==> src/rtl/multi_strip_driver_if.sv <==
// Memory read port shared by all strip channels: one strobe out, one data pulse back.
interface multi_strip_driver_if #(
  parameter int CH_W   = 2,
  parameter int ADDR_W = 8,
  parameter int DATA_W = 24
);
  logic              mem_read;
  logic [CH_W-1:0]   mem_channel;
  logic [ADDR_W-1:0] mem_address;
  logic [DATA_W-1:0] mem_data;
  logic              mem_valid;

  modport master (
    output mem_read, mem_channel, mem_address,
    input  mem_data, mem_valid
  );

  modport slave (
    input  mem_read, mem_channel, mem_address,
    output mem_data, mem_valid
  );
endinterface

==> src/rtl/multi_strip_driver.sv <==
// Parallel xx6812-style strip driver. Pixel words for the next LED are fetched into a
// shadow buffer while the current LED shifts out of per-channel shift registers.
//
// state    | meaning
// IDLE     | waiting for frame_start
// PREFETCH | reading LED 0 of every channel into the shadow buffer
// SEND     | serialising one LED per channel, refilling shadow with the next LED
// LATCH    | strips held low for the latch gap
module multi_strip_driver #(
  parameter int CHANNELS     = 4,
  parameter int LEDS         = 150,
  parameter int BITS_PER_LED = 24,
  parameter int BIT_CYCLES   = 15,
  parameter int T0H_CYCLES   = 4,
  parameter int T1H_CYCLES   = 8,
  parameter int LATCH_CYCLES = 960,
  parameter int ADDR_W       = (LEDS > 1) ? $clog2(LEDS) : 1,
  parameter int CH_W         = (CHANNELS > 1) ? $clog2(CHANNELS) : 1
) (
  input  logic                  clock_12mhz,
  input  logic                  reset_n,
  input  logic                  frame_start,
  input  logic [CHANNELS-1:0]   channel_enable,
  multi_strip_driver_if.master  mem,
  output logic [CHANNELS-1:0]   strip,
  output logic                  busy,
  output logic                  frame_done,
  output logic                  underrun
);
  localparam int BC_W = $clog2(BIT_CYCLES);
  localparam int BI_W = (BITS_PER_LED > 1) ? $clog2(BITS_PER_LED) : 1;
  localparam int LT_W = (LATCH_CYCLES > 1) ? $clog2(LATCH_CYCLES) : 1;
  localparam logic [BC_W-1:0]   BIT_LAST   = BC_W'(BIT_CYCLES - 1);
  localparam logic [BC_W-1:0]   T0H        = BC_W'(T0H_CYCLES);
  localparam logic [BC_W-1:0]   T1H        = BC_W'(T1H_CYCLES);
  localparam logic [BI_W-1:0]   BIDX_LAST  = BI_W'(BITS_PER_LED - 1);
  localparam logic [ADDR_W-1:0] LED_LAST   = ADDR_W'(LEDS - 1);
  localparam logic [CH_W-1:0]   CH_LAST    = CH_W'(CHANNELS - 1);
  localparam logic [LT_W-1:0]   LATCH_LOAD = LT_W'(LATCH_CYCLES - 1);

  typedef enum logic [1:0] {IDLE, PREFETCH, SEND, LATCH} state_t;

  state_t                                  state;
  logic [CHANNELS-1:0]                     en_q;
  logic [CHANNELS-1:0][BITS_PER_LED-1:0]   shadow;
  logic [CHANNELS-1:0][BITS_PER_LED-1:0]   shadow_nx;
  logic [CHANNELS-1:0][BITS_PER_LED-1:0]   shift;
  logic                                    shadow_full;
  logic                                    outstanding;
  logic [CH_W-1:0]                         fetch_ch;
  logic [ADDR_W-1:0]                       fetch_led;
  logic [ADDR_W-1:0]                       led_idx;
  logic [BI_W-1:0]                         bit_idx;
  logic [BC_W-1:0]                         bit_cnt;
  logic [BC_W-1:0]                         cnt_nx;
  logic [LT_W-1:0]                         latch_cnt;
  logic                                    mem_read_q;
  logic [CH_W-1:0]                         mem_channel_q;
  logic [ADDR_W-1:0]                       mem_address_q;
  logic                                    accept;
  logic                                    last_word;
  logic                                    full_nx;
  logic [CHANNELS-1:0]                     high_nx;

  assign mem.mem_read    = mem_read_q;
  assign mem.mem_channel = mem_channel_q;
  assign mem.mem_address = mem_address_q;

  // Merge an arriving word into the shadow view and work out the next strip levels.
  // The merged view lets a word landing on the LED boundary still count as in time.
  always_comb begin
    accept    = mem.mem_valid && outstanding;
    last_word = accept && (fetch_ch == CH_LAST);
    full_nx   = shadow_full || last_word;
    shadow_nx = shadow;
    if (accept) shadow_nx[fetch_ch] = mem.mem_data;
    cnt_nx  = bit_cnt + 1'b1;
    high_nx = '0;
    for (int c = 0; c < CHANNELS; c++)
      high_nx[c] = en_q[c] && (cnt_nx < (shift[c][BITS_PER_LED-1] ? T1H : T0H));
  end

  // Frame sequencer, fetch handshake and bit timing; later assignments override the fetch defaults.
  always_ff @(posedge clock_12mhz) begin
    if (!reset_n) begin
      state         <= IDLE;
      strip         <= '0;
      busy          <= 1'b0;
      frame_done    <= 1'b0;
      underrun      <= 1'b0;
      mem_read_q    <= 1'b0;
      mem_channel_q <= '0;
      mem_address_q <= '0;
      en_q          <= '0;
      shadow        <= '0;
      shift         <= '0;
      shadow_full   <= 1'b0;
      outstanding   <= 1'b0;
      fetch_ch      <= '0;
      fetch_led     <= '0;
      led_idx       <= '0;
      bit_idx       <= '0;
      bit_cnt       <= '0;
      latch_cnt     <= '0;
    end else begin
      mem_read_q <= 1'b0;
      frame_done <= 1'b0;
      underrun   <= 1'b0;

      if (accept) begin
        shadow <= shadow_nx;
        if (last_word) begin
          outstanding <= 1'b0;
          shadow_full <= 1'b1;
        end else begin
          fetch_ch      <= fetch_ch + 1'b1;
          mem_read_q    <= 1'b1;
          mem_channel_q <= fetch_ch + 1'b1;
          mem_address_q <= fetch_led;
        end
      end

      case (state)
        IDLE: begin
          if (frame_start) begin
            en_q          <= channel_enable;
            busy          <= 1'b1;
            state         <= PREFETCH;
            shadow_full   <= 1'b0;
            fetch_ch      <= '0;
            fetch_led     <= '0;
            outstanding   <= 1'b1;
            mem_read_q    <= 1'b1;
            mem_channel_q <= '0;
            mem_address_q <= '0;
          end
        end

        PREFETCH: begin
          if (last_word) begin
            shift       <= shadow_nx;
            shadow_full <= 1'b0;
            state       <= SEND;
            strip       <= en_q;
            bit_cnt     <= '0;
            bit_idx     <= '0;
            led_idx     <= '0;
            if (LEDS > 1) begin
              fetch_led     <= fetch_led + 1'b1;
              fetch_ch      <= '0;
              outstanding   <= 1'b1;
              mem_read_q    <= 1'b1;
              mem_channel_q <= '0;
              mem_address_q <= fetch_led + 1'b1;
            end
          end
        end

        SEND: begin
          if (bit_cnt != BIT_LAST) begin
            bit_cnt <= cnt_nx;
            strip   <= high_nx;
          end else if (bit_idx != BIDX_LAST) begin
            bit_cnt <= '0;
            bit_idx <= bit_idx + 1'b1;
            strip   <= en_q;
            for (int c = 0; c < CHANNELS; c++)
              shift[c] <= {shift[c][BITS_PER_LED-2:0], 1'b0};
          end else if (led_idx == LED_LAST) begin
            state     <= LATCH;
            strip     <= '0;
            latch_cnt <= LATCH_LOAD;
          end else if (full_nx) begin
            shift       <= shadow_nx;
            shadow_full <= 1'b0;
            led_idx     <= led_idx + 1'b1;
            bit_idx     <= '0;
            bit_cnt     <= '0;
            strip       <= en_q;
            if (fetch_led != LED_LAST) begin
              fetch_led     <= fetch_led + 1'b1;
              fetch_ch      <= '0;
              outstanding   <= 1'b1;
              mem_read_q    <= 1'b1;
              mem_channel_q <= '0;
              mem_address_q <= fetch_led + 1'b1;
            end
          end else begin
            // Data for the next LED is late: abort the frame and drop the pending read.
            underrun    <= 1'b1;
            strip       <= '0;
            state       <= LATCH;
            latch_cnt   <= LATCH_LOAD;
            outstanding <= 1'b0;
            shadow_full <= 1'b0;
            mem_read_q  <= 1'b0;
          end
        end

        LATCH: begin
          if (latch_cnt == '0) begin
            frame_done <= 1'b1;
            busy       <= 1'b0;
            state      <= IDLE;
          end else begin
            latch_cnt <= latch_cnt - 1'b1;
          end
        end

        default: state <= IDLE;
      endcase
    end
  end
endmodule
==> src/flat_wrapper.sv <==
// flat-port wrapper written by rule: the top's interface ports become plain ports
module multi_strip_driver_flat 
#(
  parameter int CHANNELS     = 4,
  parameter int LEDS         = 150,
  parameter int BITS_PER_LED = 24,
  parameter int BIT_CYCLES   = 15,
  parameter int T0H_CYCLES   = 4,
  parameter int T1H_CYCLES   = 8,
  parameter int LATCH_CYCLES = 960,
  parameter int ADDR_W       = (LEDS > 1) ? $clog2(LEDS) : 1,
  parameter int CH_W         = (CHANNELS > 1) ? $clog2(CHANNELS) : 1
)
  (clock_12mhz, reset_n, frame_start, channel_enable, strip, busy, frame_done, underrun, mem_mem_read, mem_mem_channel, mem_mem_address, mem_mem_data, mem_mem_valid);
  multi_strip_driver_if #(.CH_W(CH_W), .ADDR_W(ADDR_W)) mem_i ();
  input  logic clock_12mhz;
  input  logic reset_n;
  input  logic frame_start;
  input  logic [CHANNELS-1:0] channel_enable;
  output logic [CHANNELS-1:0] strip;
  output logic busy;
  output logic frame_done;
  output logic underrun;
  output wire logic [$bits(mem_i.mem_read)-1:0] mem_mem_read;
  output wire logic [$bits(mem_i.mem_channel)-1:0] mem_mem_channel;
  output wire logic [$bits(mem_i.mem_address)-1:0] mem_mem_address;
  input wire logic [$bits(mem_i.mem_data)-1:0] mem_mem_data;
  input wire logic [$bits(mem_i.mem_valid)-1:0] mem_mem_valid;
  assign mem_mem_read = mem_i.mem_read;
  assign mem_mem_channel = mem_i.mem_channel;
  assign mem_mem_address = mem_i.mem_address;
  assign mem_i.mem_data = mem_mem_data;
  assign mem_i.mem_valid = mem_mem_valid;
  multi_strip_driver #(.CHANNELS(CHANNELS), .LEDS(LEDS), .BITS_PER_LED(BITS_PER_LED), .BIT_CYCLES(BIT_CYCLES), .T0H_CYCLES(T0H_CYCLES), .T1H_CYCLES(T1H_CYCLES), .LATCH_CYCLES(LATCH_CYCLES), .ADDR_W(ADDR_W), .CH_W(CH_W)) u_core (.clock_12mhz(clock_12mhz), .reset_n(reset_n), .frame_start(frame_start), .channel_enable(channel_enable), .mem(mem_i), .strip(strip), .busy(busy), .frame_done(frame_done), .underrun(underrun));
endmodule
==> config.mk <==
export PLATFORM = sky130hd
export DESIGN_NAME = multi_strip_driver_flat
export DESIGN_NICKNAME = d
export VERILOG_FILES = /design/src/rtl/multi_strip_driver_if.sv /design/src/rtl/multi_strip_driver.sv /design/src/flat_wrapper.sv
export SDC_FILE = /design/constraint.sdc
export NUM_CORES = 1
export LEC_CHECK = 0
export ABC_AREA = 1
export ABC_CLOCK_PERIOD_IN_PS = 2200
export CAP_MARGIN = 5
export CORE_MARGIN = 10
export CORE_UTILIZATION = 35
export CTS_CLUSTER_DIAMETER = 50
export DETAILED_ROUTE_END_ITERATION = 16
export PLACE_DENSITY = 0.61
export REMOVE_ABC_BUFFERS = 1
export SLEW_MARGIN = 20
export SYNTH_ARGS = -nofsm -noshare
export SYNTH_HDL_FRONTEND = slang
export SYNTH_SLANG_ARGS = --single-unit
export TNS_END_PERCENT = 20
==> constraint.sdc <==
create_clock -name clock_12mhz -period 2.2 [get_ports clock_12mhz]
set_input_delay 0.33 -clock clock_12mhz [delete_from_list [all_inputs] [get_ports clock_12mhz]]
set_output_delay 0.33 -clock clock_12mhz [all_outputs]
set_load 0.01 [all_outputs]
==> results <==
- The worst hold-check path type is input pin to flop.
- Of the cells placed in the final design, the portion with a size suffix greater than 1 is 0.0850.
- The I/O pin count is 50.
- The largest fanout on the critical path is 50.
- The H-tree depth is 1.
- The cell with the largest stage delay on the worst path is sky130_fd_sc_hd__dfxtp_1.
- The first detailed-routing pass took 5 iterations.
- Of the total power, combinational logic draws 0.331.
- The worst setup path is of the flop to flop kind.
- The maximum number of buffers from clock root to sink is 3.
- The final antenna-violating net count is 0.
- The leading register cell type out of synthesis is sky130_fd_sc_hd__dfxtp_1.
- Of the synthesized area, sequential elements account for 0.426.
- The number of placement rows is 67.
- In this run the tightest slew margin relative to its limit is 0.696.
- After detailed routing, the number of remaining DRC violations is 0.
- For the pin with the worst max-slew slack, the measured transition is 453 ps.
- Leaving out fill and tap cells, the most frequent cells in the layout are 292 x sky130_fd_sc_hd__nand2_1, 259 x sky130_fd_sc_hd__inv_1, 255 x sky130_fd_sc_hd__dfxtp_1, 183 x sky130_fd_sc_hd__nor2_1, 173 x sky130_fd_sc_hd__o21ai_0.
- The effective utilization at floorplan is 0.356.
- After synthesis the netlist holds a flip-flop and latch count of 255.
- The most common cell after layout, fill and taps aside is sky130_fd_sc_hd__nand2_1.
- The number of clock sinks seen by CTS is 255.
- Across the run, the number of max-cap violations was 0.
- Of the available clock period, the critical path in the final layout requires 0.917.
- The critical path's largest stage delay is 390 ps.
- The worst path in the final design needs a cycle of 2020 ps, including I/O delays and setup.
- The TritonCTS clock tree is yes.
- Compared with the post-synthesis result, the final layout area differs by 17.4%.
- Of the total power, the clock network draws 0.310.
- The analysis attributes to cell leakage a power of 5.74 nW.
- The routing layer with the top usage in global route is met2.
- The placed wire-length estimate is 17700 um.
- IR analysis of the VDD net gives a maximum drop of 0.000635 V.
- The setup slack of the worst register-to-register path is 180 ps.
- The post-detailed-route via-to-cell ratio is 4.64.
- Dividing the detail-routed wire length by the instance count gives 12.5 um.
- The final layout contains 1761 nets.
- The die covers 42000 um2.
- At the placement stage, the worst setup path has a slack of -50.6 ps.
- After floorplanning, the core was sized to cover 33600 um2.
- Along the worst hold path, the cell count comes to 3.
- The category of the worst setup path capture point is a flop.
- For this run the aggregate overflow at the end of global routing stands at 0.
- The flow ran to the end, and the final reports show no timing, DRC or antenna violations.
- The die outline height is 205 um.
- The number of pins with negative max-slew slack in the final report is 0.
- The worst register-to-register path ends at u_core.shift[77]$_SDFFE_PN0P_.
- The first global-routing pass estimated 46200 um of wire.
- For this run, the share of the core covered by cells in the final layout is 0.418.
- For this run, global-route usage on met2 was measured as 0.216.
- The total net switching power is 5.56 mW.
- The number of antenna diodes in the final layout is 0.
- The final weighted congestion in routability-driven placement is 0.829.
- Once routing completed, OpenROAD measured the worst setup slack at 182 ps.
- The category of the worst setup path launch point is a flop.
- The worst min-delay path startpoint is reset_n.
- The internal power of the cells totals 10.3 mW.
- The pin count of the biggest net entering global routing is 105.
- The via count of the first global-routing pass is 9503.
- The depth of the worst register-to-register path is 9.
- Once placement completed, the tool counted placed cells totaling 2124.
- The CTS buffer count is 30.
- The total negative setup slack is 0 ps.
- The root buffer cell chosen for the clock tree is sky130_fd_sc_hd__clkbuf_16.
- After filler insertion, the fill cell instance count of the layout stands at 3436.
- The endpoint of the worst hold path is u_core.shadow[94]$_SDFFE_PN0P_.
- Data arrives at the worst endpoint at 2460 ps.
- The total number of yosys warnings is 0.
- The maximum clock frequency is 0.495 GHz.
- The post-route clock skew is 8.83 ps.
- The first-iteration detailed-routing DRC count is 544.
- In the global route stage, met3 resource usage came out at 0.0202.
- The mapped cell area is 12000 um2.
- The total wire length is 27200 um.
- The number of distinct library cells after synthesis is 40.
- The overall die width is 205 um.
- In the synthesized netlist the async set-or-reset flop fraction comes to 0.
- For the worst-skew pair, the clock arrives at the later sink with an insertion delay of 560 ps.
- The total routing usage reported by global routing is 0.129.
- For this run, global-route usage on met1 was measured as 0.170.
- Setup violations remaining at the end of the flow were counted as 0.
- The mean instance size in the synthesized netlist is 7.12 um2.
- The source of the worst register-to-register timing path is u_core.state[0]$_SDFFE_PN0P_.
- Traced cell by cell, the critical path runs through inv_1, ha_2, inv_2, nor2_1, nand2_2, nand3_4, buf_12, o21ai_0, a21oi_2.
- The final-report hold violation count is 0.
- The initial antenna violation count came to 0.
- Of the total power, the share spent switching nets is 0.351.
- The count of cells in the finished layout, fillers not included, comes to 2178.
- The clock slew at the register clock pins of the worst setup and hold paths is 60 ps.
- STA puts the critical path data required time at 2640 ps.
- The share of total power in sequential cells is 0.360.
- The number of flops mapped to enable cells by yosys is 0.
- Setup repair after global routing left no endpoint under its margin.
- The cell area power density is 1130 nW/um2.
- The number of port buffers is 49.
- Summing over every cut layer, the via total after detailed routing is 10100.
- In the synthesized netlist, the number of instances is 1682.
power by group through the flow:
stage          Clock, mW  Sequential, mW  Combinational (mW)
3_3_place_gp           0            5.78                5.14
4_1_cts             5.05            5.71                5.28
6_report            4.91            5.71                5.25
5_1_grt             5.21            5.78                6.05
3_5_place_dp           0            5.80                5.24
2_1_floorplan          0            6.02                3.52
stage by stage:
step                      power (mW)  hold WS, ps  cell area (um2)
after global routing            17.0          259            14100
after global placement          10.9          432            13100
final                           15.9          238            14100
after floorplan                 9.54          419            11500
after detailed placement        11.0          435            13100
after CTS                       16.0          220            14000
synthesized netlist by cell type (all sizes together) (2+ instances only):
| master | instances | share of area |
|---|---|---|
| nor2 | 185 | 0.058 |
| nand2 | 302 | 0.097 |
| nand3 | 47 | 0.022 |
| nor3 | 9 | 0.0047 |
| nand4 | 6 | 0.0037 |
| mux2i | 5 | 0.0042 |
| o211ai | 2 | 0.0013 |
| dfxtp | 255 | 0.43 |
| clkbuf | 49 | 0.015 |
| a21oi | 151 | 0.065 |
| o21bai | 7 | 0.0044 |
| xor2 | 11 | 0.0080 |
| ha | 20 | 0.021 |
| inv | 265 | 0.083 |
| o21a | 106 | 0.066 |
| o22ai | 8 | 0.0042 |
| or2 | 20 | 0.010 |
| buf | 45 | 0.024 |
| o21ai | 179 | 0.075 |
| clkinv | 3 | 0.00094 |
per-layer routing:
| layer | routed length (um) | up-vias | part of all wire |
|---|---|---|---|
| met3 | 1040 | 42 | 0.038 |
| li1 | - | 5375 | - |
| met2 | 12400 | 128 | 0.46 |
| met5 | 0 | - | 0 |
| met4 | 481 | 0 | 0.018 |
| met1 | 13200 | 4560 | 0.49 |
critical path: cells and delay by family (launching register included):
family	cells	cell delay [ps]
compound gates	2	280
fa+ha+maj	1	260
buf+inv	3	550
flops	1	390
simple gates	3	400
cell families (layout without fill, tap and decap cells):
| kind of cell | Yosys count | count (layout) | share of synthesized area |
|---|---|---|---|
| simple gates | 572 | 572 | 0.198 |
| compound gates | 456 | 456 | 0.219 |
| buf+inv | 362 | 410 | 0.123 |
| flops | 255 | 255 | 0.426 |
| fa+ha+maj | 20 | 20 | 0.0209 |
| xor+xnor | 12 | 12 | 0.00877 |
| mux | 5 | 5 | 0.00418 |
sequential cells by signal (all words and copies together) (netlist names):
signal                  flops
u_core.bit_idx              5
u_core.mem.mem_channel      2
u_core.led_idx              8
u_core.shadow              96
u_core.strip                4
u_core.shadow_full          1
u_core.outstanding          1
u_core.fetch_ch             2
u_core.mem.mem_read         1
u_core.mem.mem_address      8
u_core.shift               96
u_core.state                2
u_core.latch_cnt           10
u_core.fetch_led            8
u_core.busy                 1
u_core.en_q                 4
u_core.frame_done           1
u_core.bit_cnt              4
u_core.underrun             1
area by class of cell:
class                   count  area (um2)  share of cell area
well taps                 448         561              0.0399
multi-input cells        1065        5420               0.385
repair buffers             88         966              0.0687
clock inverters            14         146              0.0104
clock buffers              39         845              0.0601
flip-flops and latches    255        5100               0.363
inverters                 268        1010              0.0722
repair inverters            1        5.00            0.000356
how the worst max path moves through the flow:
stage	startpoint	end	slack [ps]	cells after the start
floorplan	u_core.state[0]$_SDFFE_PN0P_	u_core.shift[75]$_SDFFE_PN0P_	-1730	8
global placement	mem_mem_valid	u_core.shift[10]$_SDFFE_PN0P_	-9	10
detailed placement	mem_mem_valid	u_core.shift[76]$_SDFFE_PN0P_	-50	9
CTS	u_core.state[0]$_SDFFE_PN0P_	u_core.bit_idx[2]$_SDFFE_PN0P_	100	10
global route	u_core.bit_idx[0]$_SDFFE_PN0P_	u_core.mem.mem_address[2]$_SDFF_PN0_	5	10
finish	u_core.state[0]$_SDFFE_PN0P_	u_core.shift[77]$_SDFFE_PN0P_	180	9
repair_timing:
item | in CTS | in global routing
resized for setup | 0 | 3
hold buffers | 0 | 0
endpoints found under the setup margin | 0 | 64
buffers inserted | 0 | 0
(Power assumes the default switching activity.)
